[src/rtl/rr_grant_ctrl_8.sv]
// Round-robin arbiter for 8 requesters sharing one resource.
// Grants are held until done, request drop, disable or the MAX_HOLD limit; every output is registered.
module rr_grant_ctrl_8 #(
    parameter int MAX_HOLD = 16,
    parameter int CW       = 8
) (
    input  logic       clk,
    input  logic       rst_n,
    input  logic       en,
    input  logic [7:0] req,
    input  logic       done,
    output logic [7:0] gnt,
    output logic [2:0] gnt_id,
    output logic       gnt_vld,
    output logic       timeout
);

    typedef enum logic {
        IDLE  = 1'b0,
        GRANT = 1'b1
    } state_t;

    state_t        state, state_nxt;
    logic [2:0]    ptr, ptr_nxt;
    logic [2:0]    gnt_id_nxt;
    logic [7:0]    gnt_nxt;
    logic          vld_nxt;
    logic          timeout_nxt;
    logic [CW-1:0] hold_cnt, hold_nxt;
    logic [3:0]    pick;
    logic          rel_any;
    logic          rel_max;

    // Search upward from p with wrap; the lowest offset from p wins. Bit 3 flags a hit.
    function automatic logic [3:0] rr_pick(input logic [7:0] r, input logic [2:0] p);
        logic [3:0] res;
        logic [2:0] idx;
        res = 4'b0;
        for (int k = 7; k >= 0; k--) begin
            idx = p + 3'(k);
            if (r[idx]) res = {1'b1, idx};
        end
        return res;
    endfunction

    // 3-to-8 decoder: e gates the decode, output is 1 << a.
    function automatic logic [7:0] dec3to8(input logic e, input logic [2:0] a);
        return e ? (8'b1 << a) : 8'b0;
    endfunction

    assign pick    = rr_pick(req, ptr);
    assign rel_max = (hold_cnt == CW'(MAX_HOLD));
    assign rel_any = !en || done || !req[gnt_id] || rel_max;

    always_comb begin
        state_nxt   = state;
        ptr_nxt     = ptr;
        gnt_id_nxt  = gnt_id;
        vld_nxt     = 1'b0;
        timeout_nxt = 1'b0;
        hold_nxt    = hold_cnt;
        case (state)
            IDLE: begin
                if (en && pick[3]) begin
                    state_nxt  = GRANT;
                    gnt_id_nxt = pick[2:0];
                    vld_nxt    = 1'b1;
                    hold_nxt   = CW'(1);
                end
            end
            GRANT: begin
                if (rel_any) begin
                    state_nxt   = IDLE;
                    ptr_nxt     = gnt_id + 3'd1;
                    hold_nxt    = '0;
                    // Only a pure hold-limit revocation is reported.
                    timeout_nxt = en && !done && req[gnt_id] && rel_max;
                end else begin
                    vld_nxt  = 1'b1;
                    hold_nxt = hold_cnt + CW'(1);
                end
            end
            default: state_nxt = IDLE;
        endcase
        gnt_nxt = dec3to8(vld_nxt, gnt_id_nxt);
    end

    always_ff @(posedge clk or negedge rst_n) begin
        if (!rst_n) begin
            state    <= IDLE;
            ptr      <= 3'd0;
            gnt      <= 8'b0;
            gnt_id   <= 3'd0;
            gnt_vld  <= 1'b0;
            timeout  <= 1'b0;
            hold_cnt <= '0;
        end else begin
            state    <= state_nxt;
            ptr      <= ptr_nxt;
            gnt      <= gnt_nxt;
            gnt_id   <= gnt_id_nxt;
            gnt_vld  <= vld_nxt;
            timeout  <= timeout_nxt;
            hold_cnt <= hold_nxt;
        end
    end

endmodule
[config.mk]
export PLATFORM = sky130hd
export DESIGN_NAME = rr_grant_ctrl_8
export DESIGN_NICKNAME = d
export VERILOG_FILES = /design/src/rtl/rr_grant_ctrl_8.sv
export SDC_FILE = /design/constraint.sdc
export NUM_CORES = 1
export LEC_CHECK = 0
export BUFFER_PORTS_ARGS = -buffer_cell sky130_fd_sc_hd__clkbuf_2
export CORE_MARGIN = 5
export CORE_UTILIZATION = 35
export CTS_CLUSTER_SIZE = 28
export DETAILED_ROUTE_END_ITERATION = 8
export HOLD_SLACK_MARGIN = 0.1
export PLACE_DENSITY = 0.64
export SLEW_MARGIN = 0
export SYNTH_ARGS = -nofsm -noshare
export SYNTH_HDL_FRONTEND = slang
export SYNTH_SLANG_ARGS = --single-unit
export TNS_END_PERCENT = 1
[constraint.sdc]
create_clock -name clk -period 3.6 [get_ports clk]
set_input_delay 0.9 -clock clk [delete_from_list [all_inputs] [get_ports clk]]
set_output_delay 0.9 -clock clk [all_outputs]
set_load 0.1 [all_outputs]
; Yosys cells after proc, flatten, opt, wreduce, memory -nomap -nowiden
; Index checks and enable logic that the tools add are counted.
[word_totals]
word_cells = 76
reg_bits = 24
output_inout_bits = 13
inputBits = 12
[classes]
order_cmp = 9
addsub = 9
shifts = 1
n_bitwise = 1
eq_ne = 2
reduce_logical = 11
muxes = 37
[ops]
columns = op, n
row1 = $lt A3 B4 Y1 const B, 9
row2 = $mux W4, 8
row3 = $bmux W1 S3, 9
row4 = $mux W8, 3
row5 = $pmux W8 S2, 1
row6 = $mux W1, 13
row7 = $add A3 B3 Y3 const B, 4
row8 = $add A8 B1 Y8 const B, 1
row9 = $eq A8 B5 Y1 const B, 1
row10 = $shl A1 B3 Y8 const A, 1
row11 = $add A3 B1 Y3 const B, 2
row12 = $add A3 B2 Y3 const B, 2
row13 = $mux W3, 2
row14 = $logic_and A1 B1 Y1, 4
row15 = $logic_not A1 Y1, 3
row16 = $logic_or A1 B1 Y1, 3
row17 = $ne A2 B2 Y1 const B, 1
row18 = $pmux W1 S2, 1
row19 = $reduce_and A2 Y1, 1
row20 = $not A1 Y1, 1

; Logic depth before layout (Yosys ltp)
; Gate-level depths: netlist of run 1.
[logic_depth]
word_depth = 16
depth_mapped = 15
mapped_depth_nobuf = 11

; Worst setup path before layout of run 1
; No wires, ideal clock.
[synth_timing]
kind = register -> register
startpoint = reg ptr[1]
endpoint = reg gnt[7]
period_less_slack_ps = 3893
t_required_ps = 3495
setup_ps = 105
t_arrival_ps = 3787
path_stages_with_launch = 13
slack_ps = -293
n_path_buf = 3
cell_sequence = dfrtp_1 > buf_2 > clkbuf_1 > clkinv_1 > ha_1 > buf_6 > mux4_2 > mux2_2 > or3b_4 > o311ai_4 > nand2_1 > o21a_2 > nor4b_1
[synth_via]
elab_chain_cells = 16
elab_cells_between_ends = 38
cone_classes = add/sub: 7 / shift: 1 / mux: 29 / reduce/logical: 1
[synth_lines]
columns = item, line
row1 = "start, declared", 24  ; logic [2:0] ptr, ptr_nxt;
row2 = "start signal, assigned", 99  ; ptr <= ptr_nxt;
row3 = $add A3 B3 Y3, 40  ; idx = p + 3'(k);
row4 = $bmux W1 S3, 41  ; if (r[idx]) res = {1'b1, idx};
row5 = $mux W1 (not written as such), 41
row6 = $mux W4 (7 in a row), 41
row7 = $mux W4 *, 41
row8 = $logic_and A1 B1 Y1, 64  ; if (en && pick[3]) begin
row9 = $mux W3, 64
row10 = $mux W3, 62  ; case (state)
row11 = $shl A1 B3 Y8, 48  ; return e ? (8'b1 << a) : 8'b0;
row12 = $mux W8 *, 48
row13 = via gnt_nxt[7], 26  ; logic [7:0] gnt_nxt;
row14 = "end signal, assigned", 100  ; gnt <= gnt_nxt;
row15 = "end, declared", 12  ; output logic [7:0] gnt,
; The timed path passes the listed nets; every way through them passes the cells marked *. The select of a mux whose other input is x is not followed.
; A chain may end at the register's enable or synchronous reset.

; Worst setup path in the final report of run 1
; Same ends and word-level chain as after synthesis.

==> results.json, run 1 <==
{
  "num_rows": 28,
  "area_delta_synth_final_pct": 12.80,
  "report.final.slew_viol_count": 0,
  "crit_start": "ptr[1]",
  "fin_skew_ns": 0.008042,
  "cts_root_buffer": "clkbuf_8",
  "initial_core_util_pct": 36.16,
  "fin_crit_sh_pct": 90.49,
  "viasPerCell": 5.683,
  "post-route-min-period_ns": 3.258,
  "max_cap_viol_count": 0,
  "critPathMaxFanout": 8,
  "grt_usage_pct": 13.39,
  "routedWlPerCell_um": 15.70,
  "critPathLaunchType": "flip-flop",
  "r2r-start": "ptr[1]",
  "ys_ff_latch": 24,
  "drtIter0Drc": 83,
  "grt_pass1_wl_um": 8424,
  "cp.arrival_ns": 3.40,
  "drc_errors": 0,
  "design.portCount": 25,
  "fmax_mhz": 307.0,
  "yosys-top-cells-area": "dfrtp_1, mux4_2, mux2i_1",
  "htree_levels": 1,
  "synth-seq-area-share_pct": 28.05,
  "ys_types": 58,
  "grt_max_degree": 25,
  "rr_worst_depth": 10,
  "dp_hpwl_um": 3684,
  "path_class": "reg -> reg",
  "num_vias": 1739,
  "synth.most_common_cell": "dfrtp_1",
  "antenna_found_initial": 0,
  "cts_tree": "built",
  "final_cells": 306,
  "grt_pass1_vias": 1672,
  "dpl.cell_count": 303,
  "nets": 250,
  "async_flop_share_pct": 100.0,
  "postSynthAreaPerCell_um2": 10.44,
  "antennaDiodeCount": 0,
  "cts_buffers": 3,
  "synth_top_area_share_pct": 28.05,
  "clk_pin_slew_ns": 0.08,
  "die-area_um2": 7781,
  "outcome": "completed",
  "slew_headroom_pct": 59.09,
  "cp-endpoint": "gnt[7]",
  "cts_resized": 0,
  "synth-warning-count": 0,
  "synth_top_flop_cell": "dfrtp_1",
  "utilization_pct": 40.79,
  "synth.net_count": 222,
  "drt-total-wl_um": 4805,
  "postRouteAntennaNets": 0,
  "rsz0062_at_grt": "false",
  "hp-class": "reg -> reg",
  "netlist_area_um2": 2141,
  "holdWs_ns": 0.4964,
  "final_hold_viol_count": 0,
  "worst_setup_path_end_kind": "flip-flop",
  "setup_violations": 0,
  "rr_endpoint": "gnt[7]",
  "worst_pin_slew_ns": 0.6136,
  "clk_path_buf_depth": 2,
  "insertion_delay_ns": 0.26,
  "synthTopCellsByCount": "dfrtp_1, nand2_1, o21ai_0",
  "numClockSinks": 24,
  "core_area_um2": 5921,
  "postCtsSetupRepairBufs": 0,
  "dr.pass1.iters": 4,
  "synth_edf_count": 0,
  "r2r_slack_ns": 0.34,
  "port_buffers": 24,
  "required_ns": 3.74,
  "netlist_instances": 205,
  "drive_gt1_share_pct": 33.33,
  "die_y_um": 88.21,
  "die_w_um": 88.21,
  "cts_hold_repair.buffers": 0,
  "synth_top_cell_by_area": "dfrtp_1",
  "grt_overflow": 0,
  "gp_congestion": 0.8477
}
## critical path, cell delays in order, from the launching register on
cell	delay (ns)
dfrtp_1	0.36
clkinv_1	0.10
ha_2	0.45
mux4_2	0.54
buf_4	0.18
mux2i_1	0.21
a32oi_1	0.28
o311ai_4	0.39
nand2_1	0.15
o21a_4	0.17
nor4b_1	0.32
## flip-flops by register name, summed over array words and instances (netlist names)
register and count:
gnt 8, hold_cnt 8, gnt_id 3, ptr 3
state 1, timeout 1
## worst min-delay path by stage
stage,startpoint,end,cells after the start
floorplan,hold_cnt[7],hold_cnt[7],1
global placement,hold_cnt[7],hold_cnt[7],1
detailed placement,hold_cnt[7],hold_cnt[7],1
CTS,hold_cnt[7],hold_cnt[7],1
global route,hold_cnt[7],hold_cnt[7],1
finish,hold_cnt[7],hold_cnt[7],1
## layout make-up
class                           instances  area [um2]
Clock buffer                            3       41.29
Fill cell                             564        3506
Inverter                               14       55.05
Multi-Input combinational cell        156        1429
Sequential cell                        24       600.6
Tap cell                               75       93.84
Timing Repair Buffer                   34       195.2
## layout by cell type, fill, tap and decap left out, drive strengths merged, types with 3 or more instances in the layout
cell	instances
mux2i	10
nor4b	4
mux4	16
o211ai	3
dfrtp	24
xnor2	3
mux2	7
ha	5
nor2	10
nor3b	3
a211o	3
clkbuf	27
and3	5
nand2	15
or2	3
nor3	6
o21ai	15
a22o	3
inv	12
nand3	6
a21oi	8
buf	10
a221oi	3
## logic make-up (layout without fill, tap and decap cells)
logic type      after synthesis  after routing  share of synthesized area, %
compound gates               53             53                         18.06
xor+xnor                      5              5                         2.046
fa+ha+maj                     5              5                         2.922
buf+inv                      25             51                         5.669
flops                        24             24                         28.05
mux                          33             33                         26.30
simple gates                 60             60                         16.95
## per-stage QoR
step / setup WS [ns] / TNS (ns) / instance area [um2]
global route: 0.08715 / 0 / 2415
floorplan: -0.03958 / -0.1515 / 2153
detailed placement: 0.1253 / 0 / 2370
CTS: 0.1971 / 0 / 2411
finish: 0.3423 / 0 / 2415
global placement: 0.1508 / 0 / 2370
## metal layers
layer / global-route usage [%] / wire length (um) / vias up
li1: - / - / 843
met1: 20.85 / 2346 / 851
met2: 20.39 / 2238 / 45
met3: 2.328 / 220 / 0
met4: 0.8242 / 0 / 0
met5: 0 / 0 / -
Power of run 1 is not shown: default switching activity piles up to over one toggle a cycle in this logic, so the estimate is an artifact.
==> run 2, diff against run 1 <==
--- a/config.mk
+++ b/config.mk
@@ -12,5 +12,5 @@
 export DETAILED_ROUTE_END_ITERATION = 8
 export HOLD_SLACK_MARGIN = 0.1
-export PLACE_DENSITY = 0.64
+export PLACE_DENSITY_LB_ADDON = 0.08
 export SLEW_MARGIN = 0
 export SYNTH_ARGS = -nofsm -noshare
==> constraint.sdc (replaced) <==
create_clock -name clk -period 3.6 [get_ports clk]
set_input_delay 0.9 -clock clk [delete_from_list [all_inputs] [get_ports clk]]
set_output_delay 0.9 -clock clk [all_outputs]
set_load 0.02 [all_outputs]
==> run 2 against run 1 <==
Compared with the run above: clock-buffer cell count unchanged; worst setup slack worse by 0.088 ns; die area unchanged; register-to-register slack worse by 0.09 ns; sequential share of layout area down 0.52 points; flip-flop and latch count unchanged; critical path type unchanged; largest cell class unchanged.
==> results.json, run 2 (synthesis gave the netlist of run 1 again) <==
{
  "outcome": "completed",
  "utilization_pct": 41.65,
  "die_y_um": 88.21,
  "postRouteAntennaNets": 0,
  "grt_usage_pct": 14.44,
  "worst_setup_path_end_kind": "flip-flop",
  "path_cells": "clkinv_2, ha_1, mux4_2, mux2_2, or3b_4, o311ai_4, a22o_1, nor4b_1",
  "postCtsSetupRepairBufs": 0,
  "area_delta_synth_final_pct": 15.20,
  "gp_congestion": 0.7573,
  "viasPerCell": 5.643,
  "path_class": "reg -> reg",
  "fin_crit_sh_pct": 92.93,
  "path_buf_inv": 1,
  "final_cell_mix": "dfrtp_1, clkbuf_2, nand2_1, o21ai_0, buf_4",
  "final_hold_viol_count": 0,
  "cts_tree": "built",
  "htree_levels": 1,
  "cp_top_family": "multiplexers",
  "cp.depth": 8,
  "die_w_um": 88.21,
  "holdWs_ns": 0.5103,
  "antenna_found_initial": 0,
  "design.portCount": 25,
  "setup_violations": 0,
  "grt_pass1_wl_um": 8935,
  "worst_pin_slew_ns": 0.6915,
  "critPathMaxStageDelay_ns": 0.57,
  "dpl.cell_count": 307,
  "initial_core_util_pct": 36.16,
  "insertion_delay_ns": 0.27,
  "numClockSinks": 24,
  "antennaDiodeCount": 0,
  "clk_path_buf_depth": 2,
  "die-area_um2": 7781,
  "grt_max_degree": 25,
  "clk_pin_slew_ns": 0.09,
  "cts_resized": 0,
  "post-route-min-period_ns": 3.345,
  "final_cells": 311,
  "drive_gt1_share_pct": 34.32,
  "dr.pass1.iters": 4,
  "p_leak_nw": 1.075,
  "num_rows": 28,
  "rr_worst_depth": 8,
  "final.fill_count": 560,
  "critPathSlowestCell": "mux4_2",
  "slew_headroom_pct": 53.90,
  "cts_hold_repair.buffers": 0,
  "routedWlPerCell_um": 16.52,
  "dp_hpwl_um": 3982,
  "num_vias": 1755,
  "critPathLaunchType": "flip-flop",
  "nets": 254,
  "drc_errors": 0,
  "rsz0062_at_grt": "false",
  "drt-total-wl_um": 5139,
  "max_cap_viol_count": 0,
  "required_ns": 3.77,
  "setup-tns-final_ns": 0,
  "fmax_mhz": 298.9,
  "top_regs": "gnt: 8 flops, hold_cnt: 8 flops",
  "drtIter0Drc": 86,
  "hold_depth": 1,
  "grt_overflow": 0,
  "ir_worst_vdd_mv": 0.4732,
  "hp-class": "reg -> reg",
  "core_area_um2": 5921,
  "critPathMaxFanout": 9,
  "fin_skew_ns": 0.004334,
  "p_per_area_nw_per_um2": 1022,
  "cp.arrival_ns": 3.51,
  "port_buffers": 24,
  "report.final.slew_viol_count": 0,
  "cts_root_buffer": "clkbuf_8",
  "grt_pass1_vias": 1768,
  "cts_buffers": 3
}
run 2: cell count changes in the layout (fill, tap and decap cells not counted):
| cell | before | now |
|---|---|---|
| buf_4 | 10 | 14 |
| a22o_1 | 2 | 3 |
| a22o_2 | 1 | 0 |
| bufinv_16 | 0 | 1 |
| clkinv_1 | 2 | 1 |
| clkinv_2 | 0 | 1 |
| ha_1 | 4 | 5 |
| ha_2 | 1 | 0 |
| o21a_2 | 0 | 1 |
| o21a_4 | 1 | 0 |
run 2: per-stage QoR:
stage / total power [W] / cell area, um2 / worst slack, ns
after detailed placement: 0.002303 / 2395 / 0.1692
after floorplan: 0.001862 / 2148 / 0.03534
after global routing: 0.002757 / 2466 / 0.02395
after global placement: 0.002321 / 2395 / 0.1531
after CTS: 0.002551 / 2466 / 0.2150
final: 0.002521 / 2466 / 0.2545
run 2: layout make-up:
type,count,area (um2),area share [%]
well taps,75,93.84,3.805
inverters,14,56.30,2.283
flip-flops and latches,24,600.6,24.35
clock buffers,3,41.29,1.674
clock inverters,1,30.03,1.218
repair buffers,38,225.2,9.132
multi-input cells,156,1419,57.53
run 2: worst paths after layout:
path                             startpoint          end  slack (ns)
max in group asynchronous             rst_n  hold_cnt[7]        2.58
min in group asynchronous             rst_n       gnt[3]        0.62
worst max-delay path                 ptr[1]       gnt[7]        0.25
worst min register to register  hold_cnt[7]  hold_cnt[7]        0.51
worst max register to register       ptr[1]       gnt[7]        0.25
worst min-delay path            hold_cnt[7]  hold_cnt[7]        0.51
run 2: report_power, final:
part           internal [W]  total (W)  switching (W)
combinational      0.000841    0.00184       0.000999
clock              0.000149   0.000238      0.0000893
sequential         0.000344   0.000443      0.0000988
total               0.00133    0.00252        0.00119
run 2: per-layer routing:
layer	global-route usage, %	up-vias	part of all wire (%)
met4	1.923	0	0.70
met3	2.793	6	3.2
met2	22.03	31	47
met5	0	-	0
li1	-	853	-
met1	21.82	865	49
Power figures use the tool's default switching activity.
